==> src/rtl/benes_cfg_sequencer_pkg.sv <==
// Shared parameters and types for the Benes switch-configuration path.
// Latency: n/a (types only).
// Backpressure: n/a (types only).
package benes_cfg_sequencer_pkg;

   localparam int SIZE       = 32;
   localparam int SWITCH_NUM = SIZE / 2;
   localparam int STAGE_NUM  = 2 * $clog2(SIZE) - 1;
   localparam int CFG_DEPTH  = 16;
   localparam int AW         = $clog2(CFG_DEPTH);
   localparam int SW         = $clog2(STAGE_NUM);

   // One stage word: bit i set = switch i crossed, clear = bar.
   typedef logic [SWITCH_NUM-1:0] benes_word_t;

   // Full network setting, stage 0 first; same type as the interconnect's switch_set ports.
   typedef benes_word_t [0:STAGE_NUM-1] benes_cfg_t;

   typedef enum logic [1:0] {
      ST_IDLE  = 2'd0,
      ST_RUN   = 2'd1,
      ST_FLUSH = 2'd2
   } seq_state_t;

   // Pattern pointer step; CFG_DEPTH is a power of two so the AW-bit add wraps to entry 0.
   function automatic logic [AW-1:0] ptr_inc(input logic [AW-1:0] p);
      return p + 1'b1;
   endfunction

endpackage

==> src/rtl/benes_cfg_sequencer_ram.sv <==
// Pattern storage: CFG_DEPTH entries x STAGE_NUM stage words, per-stage write, full-entry read.
// Latency: read data registered, visible the cycle after rd_en; read-first on same-entry collisions.
// Backpressure: none; read register holds its value whenever rd_en is low.
module benes_cfg_sequencer_ram
   import benes_cfg_sequencer_pkg::*;
(
   input  logic             clk,
   input  logic             rst_n,
   input  logic             wr_en,
   input  logic [AW-1:0]    wr_idx,
   input  logic [SW-1:0]    wr_stage,
   input  benes_word_t      wr_data,
   input  logic             rd_en,
   input  logic [AW-1:0]    rd_idx,
   output benes_cfg_t       rd_data
);

   localparam logic [SW-1:0] STAGE_LAST = SW'(STAGE_NUM - 1);

   benes_cfg_t mem [CFG_DEPTH];
   benes_cfg_t rd_data_d;
   benes_cfg_t rd_data_q;

   // Storage array: no reset, stage indices past the last stage are dropped.
   always_ff @(posedge clk) begin
      if (wr_en && (wr_stage <= STAGE_LAST)) begin
         mem[wr_idx][wr_stage] <= wr_data;
      end
   end

   // Read register only loads on a read, so the network sees a stable setting otherwise.
   always_comb begin
      rd_data_d = rd_data_q;
      if (rd_en) begin
         rd_data_d = mem[rd_idx];
      end
   end

   // Read register resets to all-bar; nonblocking update gives read-first on collisions.
   always_ff @(posedge clk or negedge rst_n) begin
      if (!rst_n) begin
         rd_data_q <= '0;
      end else begin
         rd_data_q <= rd_data_d;
      end
   end

   assign rd_data = rd_data_q;

endmodule

==> src/rtl/benes_cfg_sequencer.sv <==
// Replays a contiguous, wrapping run of stored Benes settings onto switch_set, one per advance.
// Latency: accept->RUN 1 cycle; read issued in RUN with i_advance appears on outputs next cycle.
// Backpressure: i_advance stalls the run (outputs hold); o_cmd_ready only high in IDLE.
module benes_cfg_sequencer
   import benes_cfg_sequencer_pkg::*;
(
   input  logic             clk,
   input  logic             rst_n,
   input  logic             i_cfg_wr_en,
   input  logic [AW-1:0]    i_cfg_wr_idx,
   input  logic [SW-1:0]    i_cfg_wr_stage,
   input  benes_word_t      i_cfg_wr_data,
   input  logic             i_cmd_valid,
   output logic             o_cmd_ready,
   input  logic [AW-1:0]    i_cmd_base,
   input  logic [AW:0]      i_cmd_len,
   input  logic             i_advance,
   input  logic             i_abort,
   output benes_cfg_t       o_switch_set,
   output logic             o_cfg_valid,
   output logic [AW-1:0]    o_cfg_idx,
   output logic             o_done,
   output logic             o_busy
);

   seq_state_t       state_d,     state_q;
   logic [AW-1:0]    rd_ptr_d,    rd_ptr_q;
   logic [AW:0]      remain_d,    remain_q;
   logic             cfg_valid_d, cfg_valid_q;
   logic [AW-1:0]    cfg_idx_d,   cfg_idx_q;
   logic             done_d,      done_q;
   logic             busy_d,      busy_q;
   logic             cmd_ready_d, cmd_ready_q;

   logic             rd_en;
   logic             accept;

   assign rd_en  = (state_q == ST_RUN) && i_advance;
   assign accept = i_cmd_valid && cmd_ready_q;

   // The RAM read register doubles as the pattern register, giving the one-cycle read-to-output path.
   benes_cfg_sequencer_ram u_ram (
      .clk      (clk),
      .rst_n    (rst_n),
      .wr_en    (i_cfg_wr_en),
      .wr_idx   (i_cfg_wr_idx),
      .wr_stage (i_cfg_wr_stage),
      .wr_data  (i_cfg_wr_data),
      .rd_en    (rd_en),
      .rd_idx   (rd_ptr_q),
      .rd_data  (o_switch_set)
   );

   // Next-state: command latch, read pointer walk, run termination and abort.
   always_comb begin
      state_d     = state_q;
      rd_ptr_d    = rd_ptr_q;
      remain_d    = remain_q;
      cfg_valid_d = rd_en;
      cfg_idx_d   = rd_en ? rd_ptr_q : cfg_idx_q;
      done_d      = 1'b0;
      case (state_q)
         ST_IDLE: begin
            if (accept) begin
               rd_ptr_d = i_cmd_base;
               remain_d = i_cmd_len;
               if (i_cmd_len == '0) begin
                  // Empty run: go straight to the completion cycle without touching storage.
                  state_d = ST_FLUSH;
                  done_d  = 1'b1;
               end else begin
                  state_d = ST_RUN;
               end
            end
         end
         ST_RUN: begin
            if (rd_en) begin
               rd_ptr_d = ptr_inc(rd_ptr_q);
               remain_d = remain_q - 1'b1;
               if (remain_q == (AW+1)'(1)) begin
                  state_d = ST_FLUSH;
                  done_d  = 1'b1;
               end
            end
            // Abort wins over completion; a read issued this cycle is still delivered.
            if (i_abort) begin
               state_d = ST_IDLE;
               done_d  = 1'b0;
            end
         end
         ST_FLUSH: begin
            state_d = ST_IDLE;
         end
         default: begin
            state_d = ST_IDLE;
         end
      endcase
      busy_d      = (state_d != ST_IDLE);
      cmd_ready_d = (state_d == ST_IDLE);
   end

   // Sequencer state and registered status outputs.
   always_ff @(posedge clk or negedge rst_n) begin
      if (!rst_n) begin
         state_q     <= ST_IDLE;
         rd_ptr_q    <= '0;
         remain_q    <= '0;
         cfg_valid_q <= 1'b0;
         cfg_idx_q   <= '0;
         done_q      <= 1'b0;
         busy_q      <= 1'b0;
         cmd_ready_q <= 1'b1;
      end else begin
         state_q     <= state_d;
         rd_ptr_q    <= rd_ptr_d;
         remain_q    <= remain_d;
         cfg_valid_q <= cfg_valid_d;
         cfg_idx_q   <= cfg_idx_d;
         done_q      <= done_d;
         busy_q      <= busy_d;
         cmd_ready_q <= cmd_ready_d;
      end
   end

   assign o_cfg_valid = cfg_valid_q;
   assign o_cfg_idx   = cfg_idx_q;
   assign o_done      = done_q;
   assign o_busy      = busy_q;
   assign o_cmd_ready = cmd_ready_q;

endmodule

==> config.mk <==
export PLATFORM = sky130hd
export DESIGN_NAME = benes_cfg_sequencer
export DESIGN_NICKNAME = d
export VERILOG_FILES = /design/src/rtl/benes_cfg_sequencer_pkg.sv /design/src/rtl/benes_cfg_sequencer_ram.sv /design/src/rtl/benes_cfg_sequencer.sv
export SDC_FILE = /design/constraint.sdc
export NUM_CORES = 2
export LEC_CHECK = 0
export ABC_AREA = 1
export CORE_ASPECT_RATIO = 0.75
export CORE_UTILIZATION = 40
export DETAILED_ROUTE_END_ITERATION = 6
export GPL_TIMING_DRIVEN = 0
export SETUP_SLACK_MARGIN = 0.1
export SYNTH_ARGS = -nofsm -noshare
export SYNTH_HDL_FRONTEND = slang
export SYNTH_SLANG_ARGS = --single-unit
==> constraint.sdc <==
create_clock -name clk -period 2.26 [get_ports clk]
set_clock_uncertainty 0.2 [all_clocks]
set_input_delay 0.678 -clock clk [delete_from_list [all_inputs] [get_ports clk]]
set_output_delay 0.678 -clock clk [all_outputs]
set_load 0.01 [all_outputs]
==> impl_results.md <==
- Total CTS buffers: 242
- CP top delay family: buffers and inverters
- DRT Wirelength: 341700 um
- Area growth, synth to finish: 23.94%
- Syn_nets: 8784
- Longest Clk Path Bufs: 4
- Most common library cell in the layout ignoring fill and taps: nand2_1
- PortBufs: 190
- Yosys reg bits: 2467
- Critical path peak fanout: 11
- Fmax: 408.4 MHz
- Final std cells w/o fill: 12970
- CTS root buf: clkbuf_16
- Final nets: 9544
- HPWL after DPL: 210200 um
- # DRC: 0
- Buf/Inv on CP: 3
- Power Density: 1218 nW/um2
- First-pass GRT wire length: 468700 um
- Worst setup margin: -0.1887 ns
- Worst path most repeated cell: nand3_1
- Sequential-to-total area share from yosys stat: 0.7400
- Post-DP Area: 106700 um2
- CP peak stage delay: 0.41 ns
- Status: complete, but fails checks
- CP Data Required Time: 2.84 ns
- HP Class: in2reg
- Setup-failing EPs final: 275
- CTS tree: built
- Routability cong.: 0.8815
- # IOs: 191
- Row count: 157
- DRT Pass-1 Iters: 6
- Tightest Pin Transition: 1.043 ns
- Largest net degree at the start of global routing: 107
- Rel. slew slack: 0.3044
- Post-route ant nets: 0
- Cells after Synth: 8742
- WS Path Type: reg2reg
- Most frequent cells in the layout: 3877 x nand2_1, 2304 x edfxtp_1, 1080 x nand3_1
- Worst IR Drop VDD: 792.4 uV
- Die X: 576.5 um
- GRT busiest layer: met2
- Synthesized area per cell: 11.33 um2
- Crit-path slowest cell: dfrtp_1
- Tot GR Track Use: 0.2625
- Post-route clock period utilization: 1.084
- Met2 usage: 0.3841
- Synth unique cells: 29
- Routed vias/inst: 5.466
- Post-route cell area: 122700 um2
- Cell Count Post-Placement: 12240
- Initial antenna violation count: 21
- H-Tree Level Count: 4
- Share of cells above drive strength 1: 0.1962
- Yosys Warn Count: 0
- Crit-path cells: buf_12 > buf_6 > buf_4 > nand3_1 > nand3_1 > nand2_1 > nand2_1 > nand3_1
- Met1 Use GR: 0.3795
- Post-synth design cell area: 99010 um2
- Maxcap violations: 0
- CP Launch Type: flip-flop
- Failing checks: setup timing
- Max Slew Vio Count: 0
- FILL cells: 21030
- CTS sink cnt: 2467
- Place WS: -2.199 ns
- RSZ-0062 raised after global routing: yes
- Crit. End Element: flip-flop
- GRT met3 Usage: 0.06672
- Worst-path clk slew: 0.07 ns
- Final Hold Viols: 0
- Die footprint: 249500 um2
- Core Area: 245200 um2
- Minimum clock period: 2.449 ns
- Remaining Overflow, GRT: 0
- Die height: 432.9 um
- Leakage: 47.72 nW
- Starting Density: 0.4039
- CP arrival: 3.03 ns
- Iter 0 DRT Violations: 10280
- Worst skew pair latency: 0.89 ns
- DR WL/cell: 26.35 um
- Vias in the first global route: 64490
- Total number of vias: 70890
-- metrics by stage --
step                      hold WS [ns]    util  setup TNS (ns)  total power [mW]
after global placement          0.2786  0.4304               -             99.60
final                          0.05997  0.5006          -19.13             149.5
after floorplan                 0.1824       -         -375.02             78.58
after global routing           0.02419  0.5005          -31.97             155.0
after detailed placement        0.2838  0.4353        -4062.49             99.80
after CTS                     0.001229  0.4786         -159.64             138.8
-- final timing paths --
check | slack (ns) | endpoint | from | depth (start not counted)
worst max-delay path | -0.19 | u_ram.rd_data[76] | rd_ptr_q[1] | 8
worst min-delay path | 0.06 | u_ram.mem[2][26] | i_cfg_wr_data[10] | 1
min in group asynchronous | 0.21 | u_ram.rd_data[93] | rst_n | 3
worst max register to register | -0.19 | u_ram.rd_data[76] | rd_ptr_q[1] | 8
max in group asynchronous | 0.55 | u_ram.rd_data[0] | rst_n | 4
worst min register to register | 0.29 | u_ram.rd_data[43] | u_ram.rd_data[43] | 2
-- power breakdown --
part | total, mW | internal, mW | leakage, nW | switching, mW
sequential | 53.0 | 51.4 | 22.7 | 1.60
clock | 39.2 | 21.6 | 3.65 | 17.6
combinational | 57.3 | 19.3 | 21.4 | 38.0
-- synth_stat cells --
cell | n | area, um2
nand2_1 | 4082 | 15320
nor3_1 | 4 | 20.02
dfrtp_1 | 162 | 4054
buf_2 | 342 | 1712
buf_1 | 45 | 168.9
nand3_1 | 1271 | 6361
xnor2_1 | 2 | 17.52
o211ai_1 | 1 | 7.510
buf_4 | 10 | 75.07
xor2_1 | 1 | 8.760
buf_6 | 3 | 33.78
edfxtp_1 | 2304 | 69190
nand4_1 | 1 | 6.260
dfstp_2 | 1 | 26.28
a21oi_1 | 4 | 20.02
inv_2 | 4 | 15.01
nor2_1 | 168 | 630.6
nor2_4 | 2 | 22.52
inv_1 | 225 | 844.6
o31ai_1 | 1 | 7.510
o21ai_0 | 15 | 75.07
nand3b_1 | 1 | 7.510
o21ai_1 | 1 | 5.000
ha_1 | 3 | 37.54
o22ai_1 | 1 | 6.260
clkbuf_1 | 84 | 315.3
nand2_2 | 1 | 6.260
a31oi_1 | 1 | 6.260
nor2_2 | 2 | 12.51
-- timing repair --
action	CTS	global route
gates cloned	0	35
buffers inserted	168	73
pin swaps	108	146
hold buffers	1	0
gates resized for setup	940	1283
hold endpoints to repair	82	0
setup endpoints to repair	2609	2590
-- cell families (layout without fill, tap and decap cells) --
| family | count (synthesis) | count (layout) | share of synthesized area |
|---|---|---|---|
| buf+inv | 713 | 1673 | 0.03196 |
| compound gates | 24 | 24 | 0.001289 |
| fa+ha+maj | 3 | 3 | 0.0003791 |
| other cells | 0 | 8 | 0 |
| flops | 2467 | 2467 | 0.7400 |
| simple gates | 5532 | 5532 | 0.2261 |
| xor+xnor | 3 | 3 | 0.0002654 |
-- final cells by class --
| type | instances | area [um2] | area share |
|---|---|---|---|
| inverters | 229 | 869.6 | 0.007086 |
| clock buffers | 328 | 6559 | 0.05345 |
| flip-flops and latches | 2467 | 73320 | 0.5975 |
| clock inverters | 116 | 920.9 | 0.007504 |
| well taps | 3259 | 4078 | 0.03323 |
| multi-input cells | 5562 | 25550 | 0.2082 |
| repair buffers | 517 | 6920 | 0.05639 |
| plain buffers | 483 | 4476 | 0.03647 |
| diodes | 8 | 20.02 | 0.0001631 |
-- flip-flops by register name, summed over array words and instances, names as in the netlist --
name	count
o_done	1
remain_q	5
rd_ptr_q	4
o_cmd_ready	1
o_busy	1
u_ram.rd_data	144
o_cfg_valid	1
o_cfg_idx	4
state_q	2
u_ram.mem	2304
-- per-layer routing --
metal,part of all wire,routed length [um]
met2,0.43,146200
met1,0.40,137800
met5,0.00028,96
met3,0.13,44570
met4,0.038,13040
Power figures use the tool's default switching activity.
